<file path="config.mk">
export PLATFORM = sky130hd
export DESIGN_NAME = prio_arbiter_hold
export DESIGN_NICKNAME = d
export VERILOG_FILES = /design/src/rtl/prio_arbiter_hold.sv
export SDC_FILE = /design/constraint.sdc
export NUM_CORES = 1
export LEC_CHECK = 0
export CAP_MARGIN = 20
export CORE_UTILIZATION = 51
export CTS_BUF_LIST = sky130_fd_sc_hd__clkbuf_8
export CTS_CLUSTER_DIAMETER = 60
export DETAILED_ROUTE_END_ITERATION = 7
export PLACE_DENSITY = 0.84
export SETUP_SLACK_MARGIN = 0.2
export SYNTH_ARGS = -nofsm -noshare
export SYNTH_HDL_FRONTEND = slang
export SYNTH_SLANG_ARGS = --single-unit
</file>
<file path="constraint.sdc">
create_clock -name clk -period 2.56 [get_ports clk]
set_input_delay 0.512 -clock clk [delete_from_list [all_inputs] [get_ports clk]]
set_output_delay 0.512 -clock clk [all_outputs]
set_load 0.01 [all_outputs]
</file>
<file path="src/rtl/prio_arbiter_hold.sv">
// Registered N-way priority arbiter that holds each grant until release, with a hold watchdog.
// Define PRIO_ARB_ROUND_ROBIN_EN to replace fixed priority with rotating priority.
module prio_arbiter_hold #(
    parameter int N        = 8,
    parameter int IDX_W    = 3,
    parameter int MAX_HOLD = 16
) (
    input  logic             clk,
    input  logic             rst_n,
    input  logic [N-1:0]     req,
    input  logic             done,
    output logic [N-1:0]     gnt,
    output logic [IDX_W-1:0] gnt_idx,
    output logic             gnt_valid,
    output logic             timeout
);

    localparam int CNT_W = (MAX_HOLD > 1) ? $clog2(MAX_HOLD + 1) : 1;

    typedef enum logic {
        IDLE,
        GRANT
    } state_t;

    state_t           state;
    logic [CNT_W-1:0] hold_cnt;

    logic             rel_drop;
    logic             rel_wd;
    logic             rel_any;
    logic             wd_only;
    logic [N-1:0]     arb_vec;
    logic             win_any;
    logic [IDX_W-1:0] win_idx;
    logic [N-1:0]     win_oh;

`ifdef PRIO_ARB_ROUND_ROBIN_EN
    // Index that currently has top priority; search descends from here with wrap.
    logic [IDX_W-1:0] ptr;
`endif

    assign rel_drop = ~|(req & gnt);
    assign rel_wd   = (MAX_HOLD != 0) && (hold_cnt == CNT_W'(MAX_HOLD - 1));
    assign rel_any  = (state == GRANT) && (done || rel_drop || rel_wd);
    assign wd_only  = rel_wd && !done && !rel_drop;
    // A timed-out owner must not win the same edge it was evicted on.
    assign arb_vec  = wd_only ? (req & ~gnt) : req;

    // NOTE: every always_comb output gets a default first so no latch is inferred.
    always_comb begin : pick
        int p;
        win_any = 1'b0;
        win_idx = '0;
        p       = 0;
`ifdef PRIO_ARB_ROUND_ROBIN_EN
        for (int k = 0; k < N; k++) begin
            p = int'(ptr) - k;
            if (p < 0) p = p + N;
            if (!win_any && arb_vec[p]) begin
                win_any = 1'b1;
                win_idx = IDX_W'(p);
            end
        end
`else
        for (int i = 0; i < N; i++) begin
            if (arb_vec[i]) begin
                win_any = 1'b1;
                win_idx = IDX_W'(i);
            end
        end
`endif
        win_oh          = '0;
        win_oh[win_idx] = 1'b1;
    end

    // NOTE: sequential state uses non-blocking assignments only, so all registers update together.
    always_ff @(posedge clk or negedge rst_n) begin
        if (!rst_n) begin
            state     <= IDLE;
            hold_cnt  <= '0;
            gnt       <= '0;
            gnt_idx   <= '0;
            gnt_valid <= 1'b0;
            timeout   <= 1'b0;
`ifdef PRIO_ARB_ROUND_ROBIN_EN
            ptr       <= IDX_W'(N - 1);
`endif
        end else if (state == IDLE || rel_any) begin
            timeout  <= rel_any && wd_only;
            hold_cnt <= '0;
            if (win_any) begin
                state     <= GRANT;
                gnt       <= win_oh;
                gnt_idx   <= win_idx;
                gnt_valid <= 1'b1;
`ifdef PRIO_ARB_ROUND_ROBIN_EN
                ptr       <= (win_idx == '0) ? IDX_W'(N - 1) : win_idx - 1'b1;
`endif
            end else begin
                state     <= IDLE;
                gnt       <= '0;
                gnt_idx   <= '0;
                gnt_valid <= 1'b0;
            end
        end else begin
            timeout <= 1'b0;
            if (hold_cnt != '1) hold_cnt <= hold_cnt + 1'b1;
        end
    end

endmodule

</file>
## Word level (Yosys, flattened, before mapping)

Cells that the tools add are included.

- Register bits: 18
- Output and inout bits: 13
- Logic and storage cells: 50

- $add $sub $neg: 1
- Magnitude comparators: 2
- Equal/unequal tests: 2
- Multiplexer cells: 24
- Bitwise logic cells: 4
- Reduce and logical (&&, ||, !) cells: 12

Operator list:

| cell | count |
|---|---|
| AND 8 bit | 2 |
| 2-to-1 mux 8 bit | 2 |
| 2-to-1 mux 3 bit | 5 |
| 2-to-1 mux 1 bit | 12 |
| 2-to-1 mux 5 bit | 2 |
| inverter 8 bit | 1 |
| OR reduction 8 bit | 1 |
| adder 5 x 1 -> 5 bit (second input constant) | 1 |
| equality test 5 x 4 -> 1 bit (second input constant) | 1 |
| logical AND 1 bit | 5 |
| inequality test 5 bit (second input constant) | 1 |
| < comparator 3 x 4 -> 1 bit (second input constant) | 1 |
| 2-to-1 mux 2 bit | 2 |
| demux 1 bit (select 3 bit) | 1 |
| >= comparator 3 x 1 -> 1 bit (second input constant) | 1 |
| logical OR 1 bit | 3 |
| logical NOT 1 bit | 2 |
| nonzero test 2 bit | 1 |
| inverter 1 bit | 1 |

## Depth between registers and ports, before layout

Gate-level depths: netlist of run 1.

- Word-level depth: 16
- Gate-level depth with buffers: 10
- Mapped depth without buffers: 8

## Worst setup path before layout of run 1

OpenSTA, ideal clock, no wires.

- Path type: reg2reg
- Start: register hold_cnt[0]
- End: register gnt[0]
- Arrival: 2.188 ns
- Path slack: 0.242 ns
- Cell stages (with the launch flop): 10
- Path buffers: 1
- Period minus slack after synthesis: 2.318 ns
- Path through: dfrtp_1 > ha_1 > and3_1 > ha_1 > clkbuf_1 > inv_1 > o31a_1 > a2111oi_4 > and3b_1 > a2bb2oi_1

- Longest elaborated chain between the ends: 16
- Elaborated cells on any way between the ends: 28

Ends and longest elaborated chain:

| element | RTL line | text |
|---|---|---|
| start, declared | 26 | `logic [CNT_W-1:0] hold_cnt;` |
| start signal, assigned | 107 | `if (hold_cnt != '1) hold_cnt <= hold_cnt + 1'b1;` |
| equality test 5 x 4 -> 1 bit * | 43 | `assign rel_wd = (MAX_HOLD != 0) && (hold_cnt == CNT_W'(MAX_HOLD - 1));` |
| logical AND 1 bit (2 in series) | 45 | `assign wd_only = rel_wd && !done && !rel_drop;` |
| 2-to-1 mux 8 bit | 47 | `assign arb_vec = wd_only ? (req & ~gnt) : req;` |
| 2-to-1 mux 1 bit | 66 | `if (arb_vec[i]) begin` |
| 2-to-1 mux 2 bit (2 in series) | 66 |  |
| 2-to-1 mux 3 bit (4 in series) | 66 |  |
| < comparator 3 x 4 -> 1 bit (implied by the code) or >= comparator 3 x 1 -> 1 bit (tied branches) | 73 | `win_oh[win_idx] = 1'b1;` |
| logical AND 1 bit (implied by the code) | 73 |  |
| 2-to-1 mux 1 bit (implied by the code) | 73 |  |
| demux 1 bit (select 3 bit) | 73 |  |
| 2-to-1 mux 8 bit | 91 | `if (win_any) begin` |
| end signal, assigned | 93 | `gnt <= win_oh;` |
| end, declared | 12 | `output logic [N-1:0] gnt,` |

Mark *: on every way between the ends. The rest lies on a longest branch, timed or not.
A chain may end at the register's enable or synchronous reset.

## Worst setup path after layout of run 1

Ends and elaborated chain as after synthesis.

==> results of run 1 <==
through the flow:
stage	cells	worst slack (ns)	utilization
after global routing	178	0.102	0.833
after global placement	166	-0.0346	0.723
after CTS	170	0.201	0.755
after floorplan	106	0.242	-
after detailed placement	166	-0.0269	0.723
final	178	0.163	0.833
state kept, by name, indices dropped and copies added, names as in the netlist:
name,cells
gnt,8
hold_cnt,5
gnt_idx,3
state,1
timeout,1
synth_stat cells (all sizes together) (2+ instances only):
library cell  instances
dfrtp                18
nor2                 11
inv                   8
nand2                 6
nand3                 6
a21oi                 5
a22oi                 5
a31oi                 5
and3                  4
o21ai                 4
ha                    3
a211oi                2
a22o                  2
clkbuf                2
nor3                  2
o31a                  2
xor2                  2
repair_timing:
action,CTS,global route
buffers inserted,0,7
pin swaps,0,11
resized for setup,1,19
endpoints found under the setup margin,1,8
endpoints found under the hold margin,0,0
worst min path at each step:
stage / to / depth (start not counted)
after floorplan: gnt[0] / 0
after global placement: gnt_idx[0] / 1
after detailed placement: gnt_idx[0] / 1
after CTS: gnt_idx[0] / 1
after global routing: gnt_idx[0] / 1
final: gnt_idx[0] / 1
logic make-up (layout without fill, tap and decap cells):
kind of cell,Yosys count,in the layout,share of synthesized area
fa+ha+maj,3,3,0.0349
simple gates,35,35,0.172
buf+inv,11,55,0.0454
compound gates,35,35,0.295
mux,1,1,0.00931
xor+xnor,3,3,0.0245
other cells,0,1,0
flops,18,18,0.419
area by class of cell:
class,count,area [um^2],share of cell area
multi-input combinational,77,662,0.405
sequential,18,450,0.276
timing repair buffer,43,400,0.245
clock buffer,4,55.1,0.0337
tap,27,33.8,0.0207
inverter,8,30.0,0.0184
antenna,1,2.50,0.00153
power by group through the flow:
stage                     clock network, mW  registers, mW  logic, mW
after detailed placement                  0          0.320      0.157
after floorplan                           0          0.323     0.0716
after global placement                    0          0.318      0.154
final                                 0.243          0.318      0.193
after CTS                             0.238          0.314      0.162
after global routing                  0.258          0.319      0.203
layer usage:
| layer | vias to the layer above | wire length (um) | track usage |
|---|---|---|---|
| met2 | 88 | 1750 | 0.422 |
| li1 | 486 | - | - |
| met4 | 0 | 227 | 0.0889 |
| met5 | - | 0 | 0 |
| met1 | 542 | 1550 | 0.375 |
| met3 | 32 | 299 | 0.0868 |
==> flow_summary.ini, run 1 <==
[sta]
tightestPinTransition_ns = 0.820
grt_setup_unrepaired = no
period_share = 0.936
final_hold_viol_count = 0
skew_ns = 0.00349
slew_viol_final = 0
max_freq_ghz = 0.417
tns_ns = 0
slew_headroom = 0.451
hold-worst-slack_ns = 0.513
min_period_ns = 2.40
finalSetupViolCount = 0

[yosys]
synth-seq-cells = 18
synth.area.top_cells = dfrtp_1, a22oi_2, nor2_1
synth_cells = 106
ys.flop_type = dfrtp_1
avgSynthCellArea_um2 = 10.1
synthDistinctLibCells = 42
synth_edf_count = 0
yosys_warnings = 0
yosys.area.top_type = dfrtp_1
syn-num-nets = 120
async_reset_ff_frac = 1.00
synth_top_area_share = 0.419
mappedNetlistArea_um2 = 1070
synth_seq_area_share = 0.419

[clock_tree]
cts_buffers = 3
clk_pin_slew_ns = 0.07
clock_latency_ns = 0.26
hold_buffers = 0
cts_sinks = 18
htree_num_levels = 1
clk_path_buf_depth = 2
cts_tree = done
ctsRootBufferMaster = clkbuf_8

[setup_path]
arrival_ns = 2.56
critPathMaxStageDelay_ns = 0.42
path_delay_family = simple AND/OR/NAND/NOR gates
ff2ff_path_depth = 9
crit_buf_inv = 1
crit_fanout = 9
start_kind = register
crit_start = hold_cnt[0]
r2r_start = hold_cnt[0]
crit_chain = ha_1, and3_1, ha_1, buf_4, nand2_1, o21a_1, nor4_4, and3b_1, a2bb2oi_1
cp_common_cell = ha_1
required_ns = 2.72
r2r_slack_ns = 0.16
slowest_stage = dfrtp_1
r2r-end = gnt[0]
path_depth = 9
end_kind = register
critPathKind = reg2reg
endpoint = gnt[0]

[pwr]
p_comb_frac = 0.255
p_int_mw = 0.526
p_leak_nw = 0.725
p_sw_frac = 0.302
vdd_drop_max_uv = 425
p_switching_mw = 0.228
p_clk_frac = 0.323
pwr-share-seq = 0.422
total_power_mw = 0.754
power_density_nw_per_um2 = 461

[place]
dpl_cell_area_um2 = 1420
dp_hpwl_um = 2040
routabilityCongestion = 0.864
port_buffers = 23

[drt]
drc = 0
wl_per_cell_um = 21.5
drt_iter0_drc = 58
firstDrtPassIters = 6
wl_um = 3820
num_vias = 1148
via_per_inst = 6.45
ant_nets = 0

[flow_run]
drv_cap = 0

[grt]
grt_use_total = 0.277
overflow = 0
grt_max_degree = 19
grt_pass1_wl_um = 4330
grt_pass1_vias = 950
grt_antenna_before_repair = 1

[layout]
layout-drive-gt1-share = 0.267
fillers = 113
final_area_um2 = 1630
final_common_cell = buf_4
area_growth_pct = 52.0
nets = 165
layout_common_cells = buf_4, dfrtp_1, clkdlybuf4s50_1, nor2_1

[run_status]
status = completed

[die]
dieArea_um2 = 2290
die_w_um = 47.9
io_pins = 24
coreArea_um2 = 1960
rows = 16
die_y_um = 47.9
start_util = 0.548

[min_path]
hp-class = reg2reg
min-delay-start = gnt_idx[0]
No activity file was read; power rests on OpenSTA's default activity.
==> run 2, diff against run 1 <==
--- a/config.mk
+++ b/config.mk
@@ -6,12 +6,13 @@
 export NUM_CORES = 1
 export LEC_CHECK = 0
 export CAP_MARGIN = 20
-export CORE_UTILIZATION = 51
+export CORE_UTILIZATION = 55
 export CTS_BUF_LIST = sky130_fd_sc_hd__clkbuf_8
 export CTS_CLUSTER_DIAMETER = 60
 export DETAILED_ROUTE_END_ITERATION = 7
-export PLACE_DENSITY = 0.84
+export PLACE_DENSITY = 0.89
 export SETUP_SLACK_MARGIN = 0.2
+export SKIP_LAST_GASP = 1
 export SYNTH_ARGS = -nofsm -noshare
 export SYNTH_HDL_FRONTEND = slang
 export SYNTH_SLANG_ARGS = --single-unit
==> constraint.sdc (replaced) <==
create_clock -name clk -period 3 [get_ports clk]
set_input_delay 0.6 -clock clk [delete_from_list [all_inputs] [get_ports clk]]
set_output_delay 0.6 -clock clk [all_outputs]
set_load 0.01 [all_outputs]
==> flow_summary.ini, run 2 (same netlist as run 1, synthesis figures left out) <==
[die]
die_w_um = 46.2
die_y_um = 46.2
dieArea_um2 = 2130
coreArea_um2 = 1780
rows = 15
start_util = 0.603
io_pins = 24

[sta]
grt_setup_unrepaired = no
period_share = 0.850
hold-worst-slack_ns = 0.536
tns_ns = 0
max_freq_ghz = 0.392
tightestPinTransition_ns = 0.820
skew_ns = 0.00670
min_period_ns = 2.55
slew_headroom = 0.452
slew_viol_final = 0
final_hold_viol_count = 0
finalSetupViolCount = 0

[setup_path]
required_ns = 3.15
start_kind = register
critPathMaxStageDelay_ns = 0.41
path_delay_family = compound AO/OA/AOI/OAI gates
critPathKind = reg2reg
slowest_stage = o31a_1
cp_common_cell = ha_1
crit_fanout = 10
end_kind = register
crit_chain = ha_1, and3_1, ha_1, inv_1, o31a_1, a2111oi_4, a22oi_1, a22o_1
crit_buf_inv = 1
arrival_ns = 2.70

[grt]
grt_antenna_before_repair = 0
grt_pass1_wl_um = 3980
grt_use_total = 0.270
overflow = 0
grt_pass1_vias = 874
grt_max_degree = 19

[drt]
via_per_inst = 6.17
ant_nets = 0
wl_um = 2590
drt_iter0_drc = 36
wl_per_cell_um = 16.6
firstDrtPassIters = 4
drc = 0
num_vias = 963

[layout]
final_common_cell = clkdlybuf4s50_1
area_growth_pct = 28.4
nets = 146
largest_reg_flops = 8
layout-drive-gt1-share = 0.122
reg.largest.list = gnt: 8 flops, hold_cnt: 5 flops, gnt_idx: 3 flops
final_area_um2 = 1380
diodes = 0
layout_common_cells = clkdlybuf4s50_1, dfrtp_1, nor2_1, inv_1, nand3_1
fillers = 116
post-route-util = 0.774
largest-register = gnt

[clock_tree]
htree_num_levels = 1
cts_sinks = 18
cts_tree = done
ctsRootBufferMaster = clkbuf_8
clk_pin_slew_ns = 0.07
clock_latency_ns = 0.26
cts_resized = 0
cts_buffers = 3
clk_path_buf_depth = 2
hold_buffers = 0
post_cts_buffers = 0

[pwr]
power_density_nw_per_um2 = 428
p_int_mw = 0.427
p_sw_frac = 0.277
total_power_mw = 0.591
pwr-share-seq = 0.453
p_clk_frac = 0.341
vdd_drop_max_uv = 294
p_leak_nw = 0.550
p_comb_frac = 0.206
p_switching_mw = 0.164

[place]
dp_hpwl_um = 1970
dpl_cell_area_um2 = 1330
routabilityCongestion = 0.945
port_buffers = 23

[min_path]
hp-class = reg2reg

[flow_run]
drv_cap = 0

[run_status]
status = completed
-- run 2: area by class of cell --
| type | instances | area, um^2 | area share |
|---|---|---|---|
| Sequential cell | 18 | 450 | 0.326 |
| Timing Repair Buffer | 24 | 238 | 0.172 |
| Clock buffer | 4 | 55.1 | 0.0399 |
| Tap cell | 25 | 31.3 | 0.0227 |
| Inverter | 8 | 30.0 | 0.0218 |
| Multi-Input combinational cell | 77 | 576 | 0.417 |
-- run 2: through the flow --
step | worst slack [ns] | cells
4_1_cts | 0.454 | 156
3_5_place_dp | 0.246 | 152
5_1_grt | 0.230 | 156
3_3_place_gp | 0.284 | 152
6_report | 0.450 | 156
2_1_floorplan | 0.682 | 106
-- run 2: worst paths after layout --
kind | startpoint | end | slack [ns] | cells past startpoint
setup / recovery | hold_cnt[0] | gnt_idx[0] | 0.45 | 8
hold / removal | gnt_idx[0] | gnt_idx[0] | 0.54 | 1
setup reg to reg | hold_cnt[0] | gnt_idx[0] | 0.45 | 8
hold reg to reg | gnt_idx[0] | gnt_idx[0] | 0.54 | 1
max in group asynchronous | rst_n | gnt[5] | 1.68 | 1
min in group asynchronous | rst_n | gnt[6] | 0.81 | 1
-- run 2: worst register-to-register path: stages, from the launching register on --
cell and delay [ns]:
dfrtp_1 0.38, ha_1 0.17, and3_1 0.19, ha_1 0.40
inv_1 0.17, o31a_1 0.41, a2111oi_4 0.36, a22oi_1 0.16
a22o_1 0.21
-- run 2: layer usage --
metal  routed length (um)  GRT usage  vias to the layer above
met5                    0          0                        -
met1                 1140      0.345                      469
li1                     -          -                      448
met4                   38      0.135                        0
met3                  130     0.0392                        4
met2                 1270      0.439                       42
-- run 2: power groups by stage --
stage                     Sequential, mW  Combinational [mW]  Clock (mW)
after floorplan                    0.275              0.0611           0
after global placement             0.272               0.116           0
after detailed placement           0.273               0.120           0
after CTS                          0.268               0.121       0.202
after global routing               0.270               0.130       0.215
final                              0.268               0.122       0.202
